File: config.mk
export PLATFORM = sky130hd
export DESIGN_NAME = stopwatch_sequencer
export DESIGN_NICKNAME = d
export VERILOG_FILES = /design/src/rtl/stopwatch_sequencer.sv
export SDC_FILE = /design/constraint.sdc
export NUM_CORES = 1
export LEC_CHECK = 0
export CAP_MARGIN = 20
export CORE_MARGIN = 2
export CORE_UTILIZATION = 30
export DETAILED_ROUTE_END_ITERATION = 8
export HOLD_SLACK_MARGIN = 0.03
export MAX_ROUTING_LAYER = met4
export PLACE_DENSITY = 0.45
export SYNTH_ARGS = -nofsm -noshare
export SYNTH_HDL_FRONTEND = slang
export SYNTH_SLANG_ARGS = --single-unit
File: constraint.sdc
create_clock -name clk -period 9.27 [get_ports clk]
set_input_delay 2.3175 -clock clk [delete_from_list [all_inputs] [get_ports clk]]
set_output_delay 2.3175 -clock clk [all_outputs]
set_load 0.1 [all_outputs]
File: src/rtl/stopwatch_sequencer.sv
// -----------------------------------------------------------------------------
// stopwatch_sequencer
//
// Control block between the four stopwatch pushbuttons and the counter /
// 7-segment datapath. Each active-low button is synchronised (2 FF) and
// debounced, then turned into a one-cycle press event. A RUN/PAUSE/DONE state
// machine consumes the events and a clock-enable prescaler paces counting in
// RUN. No derived clocks are produced.
//
// Ports:
//   clk        system clock
//   rst        asynchronous, active-high reset
//   btn_n[3:0] raw active-low buttons: [0] start, [1] stop, [2] step, [3] clear
//   cnt_val    current counter value fed back from the counter (unsigned)
//   cnt_en     one-cycle count-enable pulse to the counter
//   cnt_clr    one-cycle synchronous clear pulse to the counter
//   disp_hold  display freeze (lap) flag
//   led[3:0]   one-hot state: [0] IDLE, [1] RUN, [2] PAUSE, [3] DONE
//
// Every output comes straight from a flop.
// -----------------------------------------------------------------------------
module stopwatch_sequencer #(
    parameter int N         = 16,
    parameter int TICK_DIV  = 50000000,
    parameter int DB_CYCLES = 1000000,
    parameter int MAX_COUNT = 9999
) (
    input  logic         clk,
    input  logic         rst,
    input  logic [3:0]   btn_n,
    input  logic [N-1:0] cnt_val,
    output logic         cnt_en,
    output logic         cnt_clr,
    output logic         disp_hold,
    output logic [3:0]   led
);

    localparam int DB_W = $clog2(DB_CYCLES);
    localparam int TK_W = $clog2(TICK_DIV);
    localparam logic [DB_W-1:0] DB_LAST = DB_W'(DB_CYCLES - 1);
    localparam logic [TK_W-1:0] TK_LAST = TK_W'(TICK_DIV - 1);
    localparam logic [N-1:0]    MAX_VAL = N'(MAX_COUNT);

    // ------------------------------------------------------------------
    // Per-button synchroniser, debouncer and press detector.
    // The press pulse is registered on the same edge that the debounced
    // level falls, so the state machine reacts one edge later.
    // ------------------------------------------------------------------
    logic [3:0] press;

    genvar gi;
    generate
        for (gi = 0; gi < 4; gi = gi + 1) begin : g_btn
            logic            sync1_reg;
            logic            sync2_reg;
            logic            level_reg;
            logic            press_reg;
            logic [DB_W-1:0] db_cnt_reg;

            always_ff @(posedge clk or posedge rst) begin
                if (rst) begin
                    sync1_reg  <= 1'b1;
                    sync2_reg  <= 1'b1;
                    level_reg  <= 1'b1;
                    press_reg  <= 1'b0;
                    db_cnt_reg <= '0;
                end else begin
                    sync1_reg <= btn_n[gi];
                    sync2_reg <= sync1_reg;
                    press_reg <= 1'b0;
                    if (sync2_reg == level_reg) begin
                        db_cnt_reg <= '0;
                    end else if (db_cnt_reg == DB_LAST) begin
                        // Differed for DB_CYCLES consecutive cycles: accept it.
                        level_reg  <= sync2_reg;
                        db_cnt_reg <= '0;
                        press_reg  <= ~sync2_reg;   // only 1->0 is a press
                    end else begin
                        db_cnt_reg <= db_cnt_reg + 1'b1;
                    end
                end
            end

            assign press[gi] = press_reg;
        end
    endgenerate

    // Same-cycle events resolve as clear > stop > start > step; only the
    // winner is visible to the state machine.
    logic ev_clear, ev_stop, ev_start, ev_step;
    assign ev_clear = press[3];
    assign ev_stop  = press[1] & ~press[3];
    assign ev_start = press[0] & ~press[1] & ~press[3];
    assign ev_step  = press[2] & ~press[0] & ~press[1] & ~press[3];

    // ------------------------------------------------------------------
    // State machine and prescaler
    // ------------------------------------------------------------------
    typedef enum logic [1:0] {
        S_IDLE  = 2'd0,
        S_RUN   = 2'd1,
        S_PAUSE = 2'd2,
        S_DONE  = 2'd3
    } state_t;

    state_t          state_reg, state_next;
    logic [TK_W-1:0] presc_reg, presc_next;
    logic            en_reg, en_next;
    logic            clr_reg, clr_next;
    logic            hold_reg, hold_next;
    logic [3:0]      led_reg, led_next;
    logic            below_max;
    logic            tick;

    assign below_max = (cnt_val < MAX_VAL);
    assign tick      = (state_reg == S_RUN) && (presc_reg == TK_LAST) && below_max;

    always_ff @(posedge clk or posedge rst) begin
        if (rst) begin
            state_reg <= S_IDLE;
            presc_reg <= '0;
            en_reg    <= 1'b0;
            clr_reg   <= 1'b0;
            hold_reg  <= 1'b0;
            led_reg   <= 4'b0001;
        end else begin
            state_reg <= state_next;
            presc_reg <= presc_next;
            en_reg    <= en_next;
            clr_reg   <= clr_next;
            hold_reg  <= hold_next;
            led_reg   <= led_next;
        end
    end

    always_comb begin
        state_next = state_reg;
        hold_next  = hold_reg;
        en_next    = 1'b0;
        clr_next   = 1'b0;
        presc_next = '0;
        led_next   = 4'b0001;

        if (ev_clear) begin
            // Clear overrides everything, including a tick due this cycle.
            state_next = S_IDLE;
            clr_next   = 1'b1;
            hold_next  = 1'b0;
        end else begin
            en_next = tick;
            case (state_reg)
                S_IDLE, S_PAUSE: begin
                    if (ev_start) begin
                        state_next = S_RUN;
                    end else if (ev_step && below_max) begin
                        en_next = 1'b1;
                    end
                end
                S_RUN: begin
                    // Reaching the terminal count takes precedence over stop.
                    if (!below_max) begin
                        state_next = S_DONE;
                        hold_next  = 1'b0;
                    end else if (ev_stop) begin
                        state_next = S_PAUSE;
                        hold_next  = 1'b0;
                    end else if (ev_start) begin
                        hold_next = ~hold_reg;
                    end
                end
                default: begin
                    // DONE waits for clear.
                end
            endcase
        end

        // Prescaler only runs while staying in RUN, so every entry into RUN
        // starts a fresh full tick period.
        if ((state_reg == S_RUN) && (state_next == S_RUN)) begin
            presc_next = (presc_reg == TK_LAST) ? '0 : presc_reg + 1'b1;
        end

        case (state_next)
            S_IDLE:  led_next = 4'b0001;
            S_RUN:   led_next = 4'b0010;
            S_PAUSE: led_next = 4'b0100;
            default: led_next = 4'b1000;
        endcase
    end

    assign cnt_en    = en_reg;
    assign cnt_clr   = clr_reg;
    assign disp_hold = hold_reg;
    assign led       = led_reg;

endmodule

==> results.md <==
* Max Cap Violations at 0
* First-pass detailed-route iteration total at 5
* CTS root buffer: clkbuf_16
* Fin. Hold Viols at 0
* Outcome: complete, no violations
* GPL Wtd Cong at between 0.7 and 0.8
* CP delay by family, top: buffers and inverters
* Top-count cell post-synth: dfrtp_1
* Initial antenna violation count at 0
* RSZ-0062 raised after global routing: false
* Chip height at about 150 um
* Power per Cell Area at around 170 mW/mm^2
* CTS tree: yes
* Share of layout cells above drive strength 1 at 0.0959
* DRT antenna net count at 0
* CORE AREA at about 0.021 sq mm
* First-pass GRT wire length at about 24 mm
* R2R Setup Slk at 6.91 ns
* Most instantiated cells after synthesis: dfrtp_1 (118), nor2_1 (67), nand3_1 (41), nand2_1 (38), xor2_1 (36)
* Final setup viols at 0
* Clk sinks at around 130
* # H-tree levels at 4
* DR iter-0 viols at between 200 and 300
* Max reg flops at 80
* Mapped cell area at between 0.006 and 0.007 sq mm
* Yosys cell types at between 40 and 50
* Warnings, synthesis at 0
* Mapped Cells at 636
* Place WS at ~4.5 ns
* Asr flop ratio synth at 1.00
* Final Skew at slightly below 0.01 ns
* Max clock buf depth at 2
* Ant diodes at 0
* Largest net degree at the start of global routing at 70
* Post-CTS sizing at 0
* Reg2reg path depth at 4
* CP peak stage delay at 1.14 ns
* Arr. time, crit path at about 2.1 ns
* Slew @ Worst Pin at ~0.99 ns
* Final worst-path cycle share at 0.475
* Fmax at roughly 0.23 GHz
* Sequential area share after synthesis at 0.515
* Hold Path Class: flip-flop to flip-flop
* Final Net Count at about 690
* Post-synth top area share at 0.462
* Initial core utilization at 0.305
* RR Startpoint: presc_reg[2]$_DFF_PP0_
* Hold wc startpoint: g_btn[2].sync1_reg$_DFF_PP1_
* Crit path max fanout at 1
* Peak VDD IR at roughly 0.000086 V
* WL final at ~14 mm
* Yosys reg bits at ~130
* Row Count at 53
* Final setup TNS at 0 ns
* Via Count at about 4.8k
* Clock slew at reported path FFs at approximately 0.06 ns
* Startpoint Class: flip-flop
* Min cycle time layout at approximately 4.4 ns
* Final worst setup slack at between 4 and 5 ns
* Net Count, Synth at around 660
* Port Buf Inserts at 28
* Vias per cell at 5.03
* CP max stage cell: clkdlybuf4s50_1
* Tot GR Track Use at 0.134
* Latest clock arrival within the worst-skew pair at approximately 0.4 ns
* Cell accounting for the most synthesized area: dfrtp_1
* Worst Hold Path EP: g_btn[2].sync2_reg$_DFF_PP1_
* Fin area at between 0.007 and 0.008 sq mm
* DR DRC count at 0
* DP Area at approximately 0.0070 sq mm
* Vias in the first global route at 4813
* Syn Area/Cell at slightly above 10 sq um
* Io pins at 29
* Setup CP Type: flip-flop to output pin
* Hold Path Depth at 0
* GR Overflow Total at 0
* Main synth FF type: dfrtp_1
* Area grow syn2layout at 17.8%
* Die span in x at about 150 um
* Inserted Clock Buffers at 17
* Critical path, cell by cell: clkdlybuf4s50_1
* RR Endpoint: presc_reg[25]$_DFF_PP0_
* Slew HR at 0.340
* Worst Path Required at between 6 and 7 ns
* CP endpoint kind: output pin
* Pleak at between 2 and 3 nW
* Die area at 0.0225 sq mm
* Top post-synthesis cells by area: dfrtp_1 (46%), dfstp_2 (5.3%), xor2_1 (4.9%)
* Max-slew violations at 0
* Wirelength per Cell at between 10 and 15 um
* DPL Wire Length at between 9 and 10 mm
* CP Buf/Inv Count at 1
* Hold Buf Count CTS at 0
* Setup Fix Bufs, Post-CTS at 0
* Post-synth EDFFs at 0
cells by family (layout without fill, tap and decap cells):
logic type,Yosys count,in the layout,synth area share
simple gates,308,308,0.269
flops,131,131,0.515
compound gates,85,85,0.0853
xor+xnor,65,65,0.0890
buf+inv,38,80,0.0248
fa+ha+maj,5,5,0.00978
mux,4,4,0.00704
layout by cell type (no fill, tap or decap), drive strengths merged, types with 3 or more instances in the layout:
cell type	count
xor2	36
nor4	11
ha	5
clkbuf	23
nor3	23
and2	4
o31ai	16
clkdlybuf4s50	28
or3	19
inv	17
o21ai	22
nor4b	8
a211oi	15
a21oi	26
nor3b	4
nand3	42
dfstp	13
or4	25
or2	3
xnor2	29
and3	7
nand2	38
nand4	32
buf	4
and4	14
mux2	4
clkinv	5
nor2	67
dfrtp	118
area by class of cell:
cell class              instances  area, sq um
clock buffers                  23          458
clock inverters                 9          109
fillers                      2146        13400
inverters                      16         62.6
multi-input cells             467         2950
flip-flops and latches        131         3290
well taps                     275          344
repair buffers                 32          318
power breakdown:
part	switching [mW]	internal (mW)
logic	0.0236	0.0142
clock network	0.244	0.403
registers	0.00577	0.580
total	0.273	0.997
worst max-delay path by stage:
stage | from | cells past startpoint | end
6_report | led[0]$_DFF_PP1_ | 1 | led[0]
5_1_grt | led[0]$_DFF_PP1_ | 1 | led[0]
4_1_cts | led[0]$_DFF_PP1_ | 1 | led[0]
3_5_place_dp | cnt_val[6] | 5 | presc_reg[17]$_DFF_PP0_
3_3_place_gp | cnt_val[6] | 5 | presc_reg[25]$_DFF_PP0_
2_1_floorplan | rst | 1 | cnt_clr$_DFF_PP0_
layer usage:
metal,track usage,wire [um],vias to the layer above
met5,-,0,-
li1,-,-,2388
met4,0.0377,157,0
met2,0.216,6700,40
met1,0.167,6320,2355
met3,0.0369,352,13
per-stage QoR:
step | total power [mW] | hold WS, ns | util | cells
after floorplan | 0.618 | 0.345 | - | 636
after global placement | 0.634 | 0.348 | 0.332 | 920
after detailed placement | 0.635 | 0.348 | 0.332 | 920
after CTS | 1.29 | 0.356 | 0.359 | 952
after global routing | 1.33 | 0.357 | 0.360 | 953
final | 1.27 | 0.355 | 0.360 | 953
(Power assumes the default switching activity.)
